### src/rtl/lcd_text_scheduler_pkg.sv
// Shared types and constants for the LCD text scheduler: FSM states, frame geometry
// and driver sequencing constants.
package lcd_sched_pkg;

  typedef enum logic [2:0] {
    S_DRV_RST  = 3'd0,
    S_INIT     = 3'd1,
    S_WAIT_CHR = 3'd2,
    S_STREAM   = 3'd3,
    S_IDLE     = 3'd4,
    S_GRANT    = 3'd5
  } sched_state_t;

  localparam int LCD_CHARS  = 32;
  localparam int LCD_LINE   = 16;
  localparam int CHR_ADDR_W = 5;
  localparam int CHR_W      = 8;

  localparam logic [CHR_W-1:0] ASCII_SPACE = 8'h20;

  localparam int DRV_RST_CYC = 2;

endpackage

### src/rtl/lcd_text_scheduler_if.sv
// Requester-side bus of the LCD text scheduler: ownership handshake plus the packed
// per-requester character write port.
interface lcd_text_scheduler_if
  import lcd_sched_pkg::*;
#(
  parameter int NREQ = 2
);
  logic [NREQ-1:0]            req;
  logic [NREQ-1:0]            rel;
  logic [NREQ-1:0]            wr_valid;
  logic [NREQ*CHR_ADDR_W-1:0] wr_addr;
  logic [NREQ*CHR_W-1:0]      wr_data;
  logic [NREQ-1:0]            gnt;

  modport master (
    output req, rel, wr_valid, wr_addr, wr_data,
    input  gnt
  );

  modport slave (
    input  req, rel, wr_valid, wr_addr, wr_data,
    output gnt
  );
endinterface

### src/rtl/lcd_text_scheduler_sig_sync.sv
// Two-flop synchronizer for one driver status line, with single-cycle rise/fall
// pulses taken one stage after the synchronized level.
module lcd_sig_sync (
  input  logic clk,
  input  logic rst,
  input  logic din,
  output logic level,
  output logic rise,
  output logic fall
);

  logic [2:0] sh;

  always_ff @(posedge clk or posedge rst) begin
    if (rst) begin
      sh <= '0;
    end else begin
      sh <= {sh[1:0], din};
    end
  end

  assign level = sh[1];
  assign rise  = sh[1] & ~sh[2];
  assign fall  = ~sh[1] & sh[2];

endmodule

### src/rtl/lcd_text_scheduler.sv
// Shares the 2x16 LCD between NREQ requesters and streams the committed frame into
// the LCD driver. Optional grant watchdog: define LCD_SCHED_WATCHDOG_EN.
module lcd_text_scheduler
  import lcd_sched_pkg::*;
#(
  parameter int          NREQ        = 2,
  parameter int          ARB_RR      = 1,
  parameter int unsigned TIMEOUT_CYC = 1000000
) (
  input  logic                 clk,
  input  logic                 rst,
  lcd_text_scheduler_if.slave  host,
  output logic                 busy,
  output logic                 lcd_rst,
  output logic                 lcd_init,
  input  logic                 lcd_en_out,
  input  logic                 lcd_rs,
  input  logic                 lcd_init_done,
  output logic [CHR_W-1:0]     lcd_db
`ifdef LCD_SCHED_WATCHDOG_EN
  ,
  output logic                 wd_err
`endif
);

  localparam int IDX_W = $clog2(NREQ);
  localparam int SH_W  = IDX_W + 1;

  sched_state_t          state;
  logic [1:0]            rst_cnt;
  logic [CHR_ADDR_W-1:0] chr_idx;
  logic [IDX_W-1:0]      rr_ptr;
  logic [NREQ-1:0]       gnt_q;
  logic [CHR_W-1:0]      frame_buf [LCD_CHARS];

  logic en_lvl, en_rise, en_fall;
  logic rs_lvl, rs_rise, rs_fall;
  logic done_lvl, done_rise, done_fall;

  lcd_sig_sync u_sync_en (
    .clk   (clk),
    .rst   (rst),
    .din   (lcd_en_out),
    .level (en_lvl),
    .rise  (en_rise),
    .fall  (en_fall)
  );

  lcd_sig_sync u_sync_rs (
    .clk   (clk),
    .rst   (rst),
    .din   (lcd_rs),
    .level (rs_lvl),
    .rise  (rs_rise),
    .fall  (rs_fall)
  );

  lcd_sig_sync u_sync_done (
    .clk   (clk),
    .rst   (rst),
    .din   (lcd_init_done),
    .level (done_lvl),
    .rise  (done_rise),
    .fall  (done_fall)
  );

  logic unused_sync;
  assign unused_sync = ^{en_lvl, en_fall, rs_rise, rs_fall, done_rise};

  // Selected view of the granted requester; all-zero whenever nobody holds a grant.
  logic                  wr_v;
  logic                  rel_g;
  logic                  req_g;
  logic [CHR_ADDR_W-1:0] wr_a;
  logic [CHR_W-1:0]      wr_d;

  always_comb begin
    wr_v  = 1'b0;
    rel_g = 1'b0;
    req_g = 1'b0;
    wr_a  = '0;
    wr_d  = '0;
    for (int unsigned i = 0; i < NREQ; i++) begin
      if (gnt_q[i]) begin
        wr_v  = host.wr_valid[i];
        rel_g = host.rel[i];
        req_g = host.req[i];
        wr_a  = host.wr_addr[i*CHR_ADDR_W +: CHR_ADDR_W];
        wr_d  = host.wr_data[i*CHR_W +: CHR_W];
      end
    end
  end

  // Rotating the doubled request vector puts the round-robin start position at bit 0,
  // so the priority scan only ever uses constant bit positions.
  logic [2*NREQ-1:0] req_rot;
  logic [SH_W-1:0]   rr_shift;
  logic              arb_found;
  logic [IDX_W-1:0]  arb_idx;
  logic [NREQ-1:0]   arb_oh;
  int                cand;

  always_comb begin
    rr_shift  = (ARB_RR != 0) ? ({1'b0, rr_ptr} + SH_W'(1)) : '0;
    req_rot   = {host.req, host.req} >> rr_shift;
    arb_found = 1'b0;
    arb_idx   = '0;
    arb_oh    = '0;
    cand      = 0;
    for (int unsigned k = 0; k < NREQ; k++) begin
      if (!arb_found && req_rot[k]) begin
        arb_found = 1'b1;
        cand      = (int'(rr_shift) + int'(k)) % NREQ;
        arb_idx   = IDX_W'(cand);
      end
    end
    arb_oh[arb_idx] = arb_found;
  end

  logic wd_fire;

`ifdef LCD_SCHED_WATCHDOG_EN
  localparam int WD_W = $clog2(TIMEOUT_CYC + 1);

  logic [WD_W-1:0] wd_cnt;

  // rel and req-drop take precedence over a timeout landing in the same cycle.
  assign wd_fire = (state == S_GRANT) && !rel_g && req_g && !wr_v &&
                   (wd_cnt == WD_W'(TIMEOUT_CYC - 1));

  always_ff @(posedge clk or posedge rst) begin
    if (rst) begin
      wd_cnt <= '0;
      wd_err <= 1'b0;
    end else begin
      if ((state == S_GRANT) && !wr_v) begin
        wd_cnt <= wd_cnt + WD_W'(1);
      end else begin
        wd_cnt <= '0;
      end
      if (wd_fire) begin
        wd_err <= 1'b1;
      end
    end
  end
`else
  assign wd_fire = 1'b0;

  logic unused_cfg;
  assign unused_cfg = (TIMEOUT_CYC == 0);
`endif

  always_ff @(posedge clk or posedge rst) begin
    if (rst) begin
      state   <= S_DRV_RST;
      rst_cnt <= '0;
      chr_idx <= '0;
      rr_ptr  <= '0;
      gnt_q   <= '0;
    end else begin
      if (state == S_DRV_RST) begin
        rst_cnt <= rst_cnt + 2'd1;
      end else begin
        rst_cnt <= '0;
      end

      unique case (state)
        S_DRV_RST: begin
          if (rst_cnt == 2'(DRV_RST_CYC - 1)) begin
            state <= S_INIT;
          end
        end
        S_INIT: begin
          chr_idx <= '0;
          state   <= S_WAIT_CHR;
        end
        S_WAIT_CHR: begin
          if (done_lvl) begin
            state <= S_STREAM;
          end
        end
        S_STREAM: begin
          if (en_rise && rs_lvl) begin
            chr_idx <= chr_idx + 5'd1;
          end
          if (done_fall) begin
            state <= S_IDLE;
          end
        end
        S_IDLE: begin
          if (arb_found) begin
            gnt_q <= arb_oh;
            if (ARB_RR != 0) begin
              rr_ptr <= arb_idx;
            end
            state <= S_GRANT;
          end
        end
        S_GRANT: begin
          if (rel_g || wd_fire) begin
            gnt_q <= '0;
            state <= S_DRV_RST;
          end else if (!req_g) begin
            gnt_q <= '0;
            state <= S_IDLE;
          end
        end
        default: begin
          gnt_q <= '0;
          state <= S_DRV_RST;
        end
      endcase
    end
  end

  always_ff @(posedge clk or posedge rst) begin
    if (rst) begin
      for (int unsigned i = 0; i < LCD_CHARS; i++) begin
        frame_buf[i] <= ASCII_SPACE;
      end
    end else if (wr_v) begin
      frame_buf[wr_a] <= wr_d;
    end
  end

  assign host.gnt = gnt_q;
  assign lcd_rst  = (state == S_DRV_RST);
  assign lcd_init = (state == S_INIT);
  assign busy     = (state == S_DRV_RST) || (state == S_INIT) ||
                    (state == S_WAIT_CHR) || (state == S_STREAM);
  assign lcd_db   = frame_buf[chr_idx];

endmodule

### src/flat_wrapper.sv
// flat-port wrapper written by rule: the top's interface ports become plain ports
module lcd_text_scheduler_flat import lcd_sched_pkg::*;
#(
  parameter int          NREQ        = 2,
  parameter int          ARB_RR      = 1,
  parameter int unsigned TIMEOUT_CYC = 1000000
)
  (clk, rst, busy, lcd_rst, lcd_init, lcd_en_out, lcd_rs, lcd_init_done, lcd_db, host_req, host_rel, host_wr_valid, host_wr_addr, host_wr_data, host_gnt);
  lcd_text_scheduler_if #(.NREQ(NREQ)) host_i ();
  input  logic clk;
  input  logic rst;
  output logic busy;
  output logic lcd_rst;
  output logic lcd_init;
  input  logic lcd_en_out;
  input  logic lcd_rs;
  input  logic lcd_init_done;
  output logic [CHR_W-1:0] lcd_db;
  input wire logic [$bits(host_i.req)-1:0] host_req;
  input wire logic [$bits(host_i.rel)-1:0] host_rel;
  input wire logic [$bits(host_i.wr_valid)-1:0] host_wr_valid;
  input wire logic [$bits(host_i.wr_addr)-1:0] host_wr_addr;
  input wire logic [$bits(host_i.wr_data)-1:0] host_wr_data;
  output wire logic [$bits(host_i.gnt)-1:0] host_gnt;
  assign host_i.req = host_req;
  assign host_i.rel = host_rel;
  assign host_i.wr_valid = host_wr_valid;
  assign host_i.wr_addr = host_wr_addr;
  assign host_i.wr_data = host_wr_data;
  assign host_gnt = host_i.gnt;
  lcd_text_scheduler #(.NREQ(NREQ), .ARB_RR(ARB_RR), .TIMEOUT_CYC(TIMEOUT_CYC)) u_core (.clk(clk), .rst(rst), .host(host_i), .busy(busy), .lcd_rst(lcd_rst), .lcd_init(lcd_init), .lcd_en_out(lcd_en_out), .lcd_rs(lcd_rs), .lcd_init_done(lcd_init_done), .lcd_db(lcd_db));
endmodule
### config.mk
export PLATFORM = sky130hd
export DESIGN_NAME = lcd_text_scheduler_flat
export DESIGN_NICKNAME = d
export VERILOG_FILES = /design/src/rtl/lcd_text_scheduler_pkg.sv /design/src/rtl/lcd_text_scheduler_if.sv /design/src/rtl/lcd_text_scheduler_sig_sync.sv /design/src/rtl/lcd_text_scheduler.sv /design/src/flat_wrapper.sv
export SDC_FILE = /design/constraint.sdc
export NUM_CORES = 1
export LEC_CHECK = 0
export CORE_UTILIZATION = 58
export DETAILED_ROUTE_END_ITERATION = 12
export DONT_BUFFER_PORTS = 1
export PLACE_DENSITY = 0.76
export SLEW_MARGIN = 20
export SYNTH_ARGS = -nofsm -noshare
export SYNTH_HDL_FRONTEND = slang
export SYNTH_HIERARCHICAL = 1
export SYNTH_SLANG_ARGS = --single-unit
export TNS_END_PERCENT = 5
### constraint.sdc
create_clock -name clk -period 9.4 [get_ports clk]
set_input_delay 1.88 -clock clk [delete_from_list [all_inputs] [get_ports clk]]
set_output_delay 1.88 -clock clk [all_outputs]
set_load 0.1 [all_outputs]
==> results.sh, run 1 <==
export IMPL_hold_class="reg -> reg"
export IMPL_arrival_ns=4.02
export IMPL_setup_violations=0
export IMPL_first_pass_iters=9
export IMPL_grt_max_degree=128
export IMPL_clockBufferDepth=3
export IMPL_rows=54
export IMPL_routabilityCongestion=0.863
export IMPL_reg2reg_setup_slack_ns=6.26
export IMPL_cp_required_ns=7.52
export IMPL_cts_resized=0
export IMPL_crit_type="reg -> out"
export IMPL_dieArea_um2=23300
export IMPL_fin_crit_sh_pct=62.8
export IMPL_total_power_uw=3890
export IMPL_min_from="u_core/u_sync_en/sh[0]"
export IMPL_fmax_ghz=0.169
export IMPL_relSlewSlack_pct=29.4
export IMPL_status="finished, violations left"
export IMPL_cts_tree="done"
export IMPL_cts_sinks=277
export IMPL_antenna_found_initial=0
export IMPL_drc=10
export IMPL_synth_fp_nets=924
export IMPL_cts_htree_levels=1
export IMPL_grt_ovfl_total=0
export IMPL_core_area_um2=22000
export IMPL_path_clk_slew_ns=0.06
export IMPL_clock_latency_ns=0.53
export IMPL_r2r_start="u_core/host.gnt[1]"
export IMPL_cts_buffers=29
export IMPL_avgViaCountPerCell=6.62
export IMPL_grt_pass1_wl_um=48100
export IMPL_maxSlewViolCount=0
export IMPL_dr_first_iter_drc_count=547
export IMPL_layout_drive_gt1_share_pct=51.6
export IMPL_pwr_density_cell_nw_per_um2=271
export IMPL_syn2layout_area_growth_pct=9.31
export IMPL_post_cts_setup_buffers=0
export IMPL_r2r_cells=4
export IMPL_fin_crit_ns=5.90
export IMPL_initial_core_util_pct=59.7
export IMPL_ant_nets=0
export IMPL_worst_r2r_endpoint="u_core/frame_buf[153]"
export IMPL_io_pins=50
export IMPL_num_vias=7729
export IMPL_syn_inst=885
export IMPL_final_cell_mix="mux2_2 (256), dfrtp_1 (242), mux4_2 (49)"
export IMPL_die_h_um=153
export IMPL_violations="design-rule violations"
export IMPL_p_leak_uw=0.00672
export IMPL_final_common_cell="mux2_2"
export IMPL_cts_root_buf="clkbuf_16"
export IMPL_antenna_cells=0
export IMPL_nets=904
export IMPL_syn_area_um2=13200
export IMPL_rsz0062_at_grt="no"
export IMPL_hold_depth=0
export IMPL_max_vdd_ir_drop_uv=195
export IMPL_die_x_um=153
export IMPL_finalSetupTns_ns=0
export IMPL_maxCapViolCount=0
export IMPL_yosys_warnings=6
export IMPL_wirelength_um=30000
export IMPL_first_global_vias=8368
export IMPL_end_kind="primary output"
export IMPL_skew_ns=0.00513
export IMPL_portBuffers=0
export IMPL_min_to="u_core/u_sync_en/sh[1]"
export IMPL_grt_usage_pct=26.9
export IMPL_critPathLaunchType="flop"
export IMPL_postCtsHoldBufs=0
export IMPL_wl_per_cell_um=25.7
export IMPL_final_hold_viol_count=0
export IMPL_tightest_slew_ns=1.06
export IMPL_path_max_fanout=50
export IMPL_synth_area_per_cell_um2=14.9
export IMPL_dp_final_hpwl_um=19300
-- layout make-up --
type	count	area, um^2
Tap cell	280	350
Timing Repair Buffer	13	119
Sequential cell	277	6980
Inverter	7	33.8
Clock buffer	48	907
Clock inverter	5	104
Fill cell	1505	7650
Multi-Input combinational cell	537	5880
-- routing by layer --
metal,GRT usage [%],wire [um],vias to the layer above
li1,-,-,3299
met3,4.72,2050,58
met5,0,0,-
met2,43.3,14300,274
met4,9.33,922,0
met1,37.1,12700,4098
-- critical path, stage by stage, from the launching register on --
cell and delay, ns:
dfrtp_4 1.02, buf_4 0.71, mux4_2 0.35, mux2i_1 0.08, or2_2 0.32, a22oi_2 0.95
-- state kept, by name, indices dropped and copies added (netlist names) --
signal,count
u_core/chr_idx,5
u_core/frame_buf,256
u_core/rst_cnt,2
u_core/state,3
u_core/u_sync_done/sh,3
u_core/u_sync_en/sh,3
u_core/rr_ptr,1
u_core/u_sync_rs/sh,2
u_core/host.gnt,2
-- metrics by stage --
stage / utilization (%) / std cells / worst slack (ns) / area (um^2) / hold WS [ns]
floorplan: - / 885 / 0.163 / 13200 / 0.331
global placement: 60.6 / 1114 / 4.04 / 13400 / 0.345
detailed placement: 60.6 / 1114 / 4.00 / 13400 / 0.342
CTS: 65.2 / 1167 / 3.41 / 14400 / 0.358
global route: 65.3 / 1167 / 3.24 / 14400 / 0.365
finish: 65.3 / 1167 / 3.50 / 14400 / 0.356
-- where the power goes --
| part | internal (uW) | switching [uW] | total [uW] |
|---|---|---|---|
| clock network | 735 | 438 | 1170 |
| logic | 401 | 761 | 1160 |
| registers | 1350 | 204 | 1550 |
-- worst max-delay path by stage --
stage	start	endpoint	slack [ns]	cells after the start
2_1_floorplan	rst	u_core/chr_idx[0]	0.16	1
3_3_place_gp	u_core/chr_idx[0]	lcd_db[5]	4.04	5
3_5_place_dp	u_core/chr_idx[0]	lcd_db[5]	4.00	5
4_1_cts	u_core/chr_idx[0]	lcd_db[5]	3.41	5
5_1_grt	u_core/chr_idx[0]	lcd_db[5]	3.24	5
6_report	u_core/chr_idx[0]	lcd_db[5]	3.50	5
Note: power is estimated with default switching activity, not from simulation.
==> inputs of run 2 (changes only) <==
- CORE_UTILIZATION: 58 -> 64
- PLACE_DENSITY: 0.76 -> 0.8
- clock period: 9.4 -> 5.9 ns (I/O delays scaled with it)
==> run 2 against run 1 <==
  * The flow now finishes without violations
  * Cell count shrank 0.34%
  * Hold slack lost 0.00075 ns
  * Clock-buffer cell count shrank 4
  * Via count grew 1.6%
  * Power grew 58%
  * Non-clock buffer count grew 7
  * Register-to-register slack lost 3.6 ns
  * Setup slack lost 2.3 ns
==> results.sh, run 2 (synthesis results as in run 1) <==
export IMPL_finalSetupTns_ns=0
export IMPL_cts_buffers=29
export IMPL_max_vdd_ir_drop_uv=276
export IMPL_avgViaCountPerCell=6.75
export IMPL_grt_pass1_wl_um=49300
export IMPL_cts_htree_levels=1
export IMPL_netSwitchingFraction_pct=37.0
export IMPL_final_area_um2=14300
export IMPL_cp_required_ns=4.72
export IMPL_crit_type="reg -> out"
export IMPL_initial_core_util_pct=65.2
export IMPL_clock_latency_ns=0.54
export IMPL_relSlewSlack_pct=29.9
export IMPL_final_hold_viol_count=0
export IMPL_die_h_um=145
export IMPL_fmax_ghz=0.215
export IMPL_p_comb_share_pct=30.7
export IMPL_r2r_start="u_core/host.gnt[1]"
export IMPL_final_common_cell="mux2_2"
export IMPL_fin_crit_ns=4.66
export IMPL_fin_crit_sh_pct=78.9
export IMPL_dieArea_um2=21100
export IMPL_fin_util_pct=71.1
export IMPL_wl_per_cell_um=26.3
export IMPL_path_clk_slew_ns=0.06
export IMPL_min_from="u_core/u_sync_rs/sh[0]"
export IMPL_place_area_um2=13400
export IMPL_hold_depth=0
export IMPL_end_kind="primary output"
export IMPL_dp_final_hpwl_um=19800
export IMPL_core_area_um2=20200
export IMPL_largest_register_ff_count=256
export IMPL_routabilityCongestion=0.848
export IMPL_p_leak_uw=0.00672
export IMPL_rsz0062_at_grt="no"
export IMPL_post_cts_setup_buffers=0
export IMPL_clockBufferDepth=3
export IMPL_grt_max_degree=73
export IMPL_drc=0
export IMPL_dp_cells=1111
export IMPL_first_global_vias=8561
export IMPL_dr_wl_met3_um=2190
export IMPL_antenna_cells=0
export IMPL_final_cell_mix="mux2_2 (256), dfrtp_1 (242), mux4_2 (49)"
export IMPL_postCtsHoldBufs=0
export IMPL_reg2reg_setup_slack_ns=2.68
export IMPL_clockPowerShare_pct=28.7
export IMPL_wirelength_um=30500
export IMPL_grt_usage_pct=30.2
export IMPL_tightest_slew_ns=1.05
export IMPL_multi_input_area_um2=5880
export IMPL_min_to="u_core/u_sync_rs/sh[1]"
export IMPL_antenna_found_initial=0
export IMPL_dr_first_iter_drc_count=595
export IMPL_cts_tree="done"
export IMPL_hold_class="reg -> reg"
export IMPL_largest_register="u_core/frame_buf"
export IMPL_status="complete, no violations"
export IMPL_grt_ovfl_total=0
export IMPL_cts_resized=0
export IMPL_ant_nets=0
export IMPL_skew_ns=0.0143
export IMPL_rows=52
export IMPL_instances_no_fill=1163
export IMPL_wl_met1_um=12600
export IMPL_maxCapViolCount=0
export IMPL_portBuffers=0
export IMPL_top_layer_used="met4"
export IMPL_n_fill_cell=1269
export IMPL_num_vias=7855
export IMPL_die_x_um=145
export IMPL_io_pins=50
export IMPL_worst_r2r_endpoint="u_core/frame_buf[154]"
export IMPL_cts_sinks=277
export IMPL_r2r_cells=4
export IMPL_critPathLaunchType="flop"
export IMPL_cts_root_buf="clkbuf_16"
export IMPL_maxSlewViolCount=0
export IMPL_wl_met2_um=14900
export IMPL_arrival_ns=3.48
export IMPL_syn2layout_area_growth_pct=9.02
export IMPL_internal_power_uw=3860
export IMPL_nets=911
export IMPL_pwr_density_cell_nw_per_um2=428
export IMPL_setup_violations=0
export IMPL_layout_drive_gt1_share_pct=52.2
export IMPL_first_pass_iters=6
export IMPL_top_regs="u_core/frame_buf: 256 flops, u_core/chr_idx: 5 flops"
export IMPL_path_max_fanout=19
export IMPL_share_seq_of_total_power_pct=40.6
export IMPL_p_sw_uw=2270
export IMPL_area_sequential_um2=6980
[run 2: metal layers]
layer | track usage (%) | up-vias
met2 | 48.8 | 294
met3 | 5.86 | 76
met1 | 41.9 | 4157
li1 | - | 3328
met4 | 9.53 | 0
met5 | 0 | -
[run 2: metrics by stage]
stage	worst slack (ns)	hold slack [ns]	total power (uW)
floorplan	1.19	0.331	3890
global placement	1.80	0.347	4300
detailed placement	1.85	0.338	4380
CTS	1.21	0.356	6150
global route	1.10	0.371	6370
finish	1.24	0.355	6130
[run 2: how the worst max path moves through the flow]
stage                                  from                end  slack, ns  cells past startpoint
final                     u_core/chr_idx[3]          lcd_db[5]       1.24                      5
after global routing      u_core/chr_idx[3]          lcd_db[5]       1.10                      5
after CTS                 u_core/chr_idx[3]          lcd_db[5]       1.21                      5
after detailed placement  u_core/chr_idx[3]          lcd_db[5]       1.85                      5
after global placement    u_core/chr_idx[3]          lcd_db[1]       1.80                      5
after floorplan                         rst  u_core/chr_idx[0]       1.19                      1
[run 2: final cells by class]
| class | count | share of cell area [%] |
|---|---|---|
| Timing Repair Buffer | 20 | 1.26 |
| Clock inverter | 8 | 0.454 |
| Clock buffer | 44 | 6.01 |
| Inverter | 7 | 0.209 |
| Tap cell | 270 | 2.36 |
| Sequential cell | 277 | 48.7 |
| Multi-Input combinational cell | 537 | 41.0 |
[run 2: power groups by stage]
stage | clock network [uW] | logic (uW) | registers (uW)
after global routing | 1870 | 1980 | 2530
final | 1760 | 1880 | 2490
after floorplan | 0 | 1590 | 2300
after global placement | 0 | 1810 | 2490
after detailed placement | 0 | 1870 | 2520
after CTS | 1790 | 1880 | 2480
[run 2: worst max-delay path, stage by stage (launching register included)]
cell	delay [ns]
dfrtp_1	0.92
nand3_1	0.77
o221ai_1	0.48
a21oi_1	0.16
a22oi_2	0.27
buf_4	0.33
==> inputs of run 3 (changes only) <==
- clock period: 5.9 -> 4.7 ns (I/O delays scaled with it)
==> run 3 against run 2 <==
  * Clock power grew 24%
  * Non-clock buffer count shrank 1
  * Largest cell class unchanged
  * Cell count is essentially flat
  * Design area grew 0.17%
  * Setup slack lost 0.90 ns
==> results.sh, run 3 (synthesis results as in run 1) <==
export IMPL_cpPeakStageDelay_ns=0.91
export IMPL_multi_input_area_um2=5880
export IMPL_cp_required_ns=3.76
export IMPL_status="complete, no violations"
export IMPL_area_sequential_um2=6980
export IMPL_setup_violations=0
export IMPL_largest_register="u_core/frame_buf"
export IMPL_pwr_density_cell_nw_per_um2=532
export IMPL_routabilityCongestion=0.888
export IMPL_cts_tree="done"
export IMPL_path_cells="nand3_1 -> o22ai_1 -> a211oi_1 -> a22oi_2 -> buf_4"
export IMPL_postCtsHoldBufs=0
export IMPL_fin_crit_sh_pct=92.7
export IMPL_first_global_vias=8221
export IMPL_portBuffers=0
export IMPL_maxCapViolCount=0
export IMPL_p_leak_uw=0.00671
export IMPL_critPathBufInv=1
export IMPL_cts_resized=0
export IMPL_finalSetupTns_ns=0
export IMPL_path_max_fanout=19
export IMPL_drc=0
export IMPL_die_x_um=145
export IMPL_final_hold_viol_count=0
export IMPL_critPathLaunchType="flop"
export IMPL_grt_usage_pct=28.8
export IMPL_internal_power_uw=4840
export IMPL_p_sw_uw=2790
export IMPL_fmax_ghz=0.230
export IMPL_maxSlewViolCount=0
export IMPL_antenna_found_initial=0
export IMPL_clock_latency_ns=0.54
export IMPL_nets=910
export IMPL_cts_sinks=277
export IMPL_final_cell_mix="mux2_2 (256), dfrtp_1 (242), mux4_2 (49)"
export IMPL_n_fill_cell=1310
export IMPL_dr_first_iter_drc_count=449
export IMPL_cp_top_family="flip-flops"
export IMPL_die_h_um=145
export IMPL_initial_core_util_pct=65.2
export IMPL_first_pass_iters=5
export IMPL_io_pins=50
export IMPL_avgViaCountPerCell=6.69
export IMPL_rows=52
export IMPL_total_power_uw=7630
export IMPL_layout_drive_gt1_share_pct=52.4
export IMPL_largest_register_ff_count=256
export IMPL_dieArea_um2=21100
export IMPL_wirelength_um=29600
export IMPL_crit_type="reg -> out"
export IMPL_grt_pass1_wl_um=46600
export IMPL_grt_max_degree=205
export IMPL_cts_root_buf="clkbuf_16"
export IMPL_fin_util_pct=71.2
export IMPL_syn2layout_area_growth_pct=9.20
export IMPL_clockPowerShare_pct=28.7
export IMPL_dp_final_hpwl_um=19000
export IMPL_p_comb_share_pct=30.3
export IMPL_cts_buffers=29
export IMPL_clockBufferDepth=3
export IMPL_final_common_cell="mux2_2"
export IMPL_post_cts_setup_buffers=0
export IMPL_skew_ns=0.00791
export IMPL_end_kind="primary output"
export IMPL_rsz0062_at_grt="no"
export IMPL_tightest_slew_ns=1.05
export IMPL_fin_crit_ns=4.36
export IMPL_core_area_um2=20200
export IMPL_netSwitchingFraction_pct=36.6
export IMPL_share_seq_of_total_power_pct=40.9
export IMPL_antenna_cells=0
export IMPL_wl_per_cell_um=25.5
export IMPL_arrival_ns=3.42
export IMPL_num_vias=7778
export IMPL_path_clk_slew_ns=0.06
export IMPL_relSlewSlack_pct=29.6
export IMPL_max_vdd_ir_drop_uv=355
export IMPL_hold_class="in -> async"
export IMPL_cts_htree_levels=1
export IMPL_grt_ovfl_total=0
export IMPL_slowest_stage="dfrtp_1"
export IMPL_top_regs="u_core/frame_buf: 256 flops, u_core/chr_idx: 5 flops"
export IMPL_ant_nets=0
## run 3: layout make-up
cell class / instances / share of cell area [%]
flip-flops and latches: 277 / 48.6
multi-input cells: 537 / 41.0
clock buffers: 44 / 5.93
well taps: 270 / 2.35
repair buffers: 19 / 1.43
clock inverters: 8 / 0.488
inverters: 7 / 0.209
## run 3: worst paths after layout
check | startpoint | end | slack, ns | cells past startpoint
min reg2reg | u_core/u_sync_done/sh[0] | u_core/u_sync_done/sh[1] | 0.35 | 0
min | rst | u_core/u_sync_rs/sh[0] | 0.13 | 1
max | u_core/chr_idx[3] | lcd_db[6] | 0.34 | 5
max in group asynchronous | rst | u_core/frame_buf[61] | 3.01 | 3
max reg2reg | u_core/host.gnt[1] | u_core/frame_buf[158] | 1.66 | 4
min in group clk | u_core/u_sync_done/sh[0] | u_core/u_sync_done/sh[1] | 0.35 | 0
## run 3: metal layers
layer  share of wire (%)  vias to the layer above  track usage [%]
li1                    -                     3317                -
met1                  42                     4155             39.5
met2                  49                      238             46.1
met3                 6.0                       68             5.86
met4                 3.5                        0             10.8
met5                   0                        -                0
## run 3: worst reg2reg max path: stages, from the launching register on
cell and delay [ns]:
dfrtp_4 0.88, nand3_1 0.26, a22oi_1 0.56, nor2b_1 0.79, mux2_2 0.43
## run 3: power groups by stage
stage / combinational (uW) / clock (uW) / sequential [uW]
6_report: 2320 / 2190 / 3120
5_1_grt: 2440 / 2330 / 3170
4_1_cts: 2300 / 2230 / 3120
3_5_place_dp: 2290 / 0 / 3150
3_3_place_gp: 2220 / 0 / 3130
2_1_floorplan: 2000 / 0 / 2890
## run 3: stage by stage
step / hold slack [ns] / instances / setup WS (ns) / area [um^2]
6_report: 0.135 / 1162 / 0.343 / 14400
4_1_cts: 0.125 / 1161 / 0.436 / 14300
5_1_grt: 0.133 / 1162 / 0.207 / 14400
3_3_place_gp: 0.344 / 1109 / 1.10 / 13400
3_5_place_dp: 0.338 / 1109 / 1.01 / 13400
2_1_floorplan: 0.331 / 885 / 0.233 / 13200
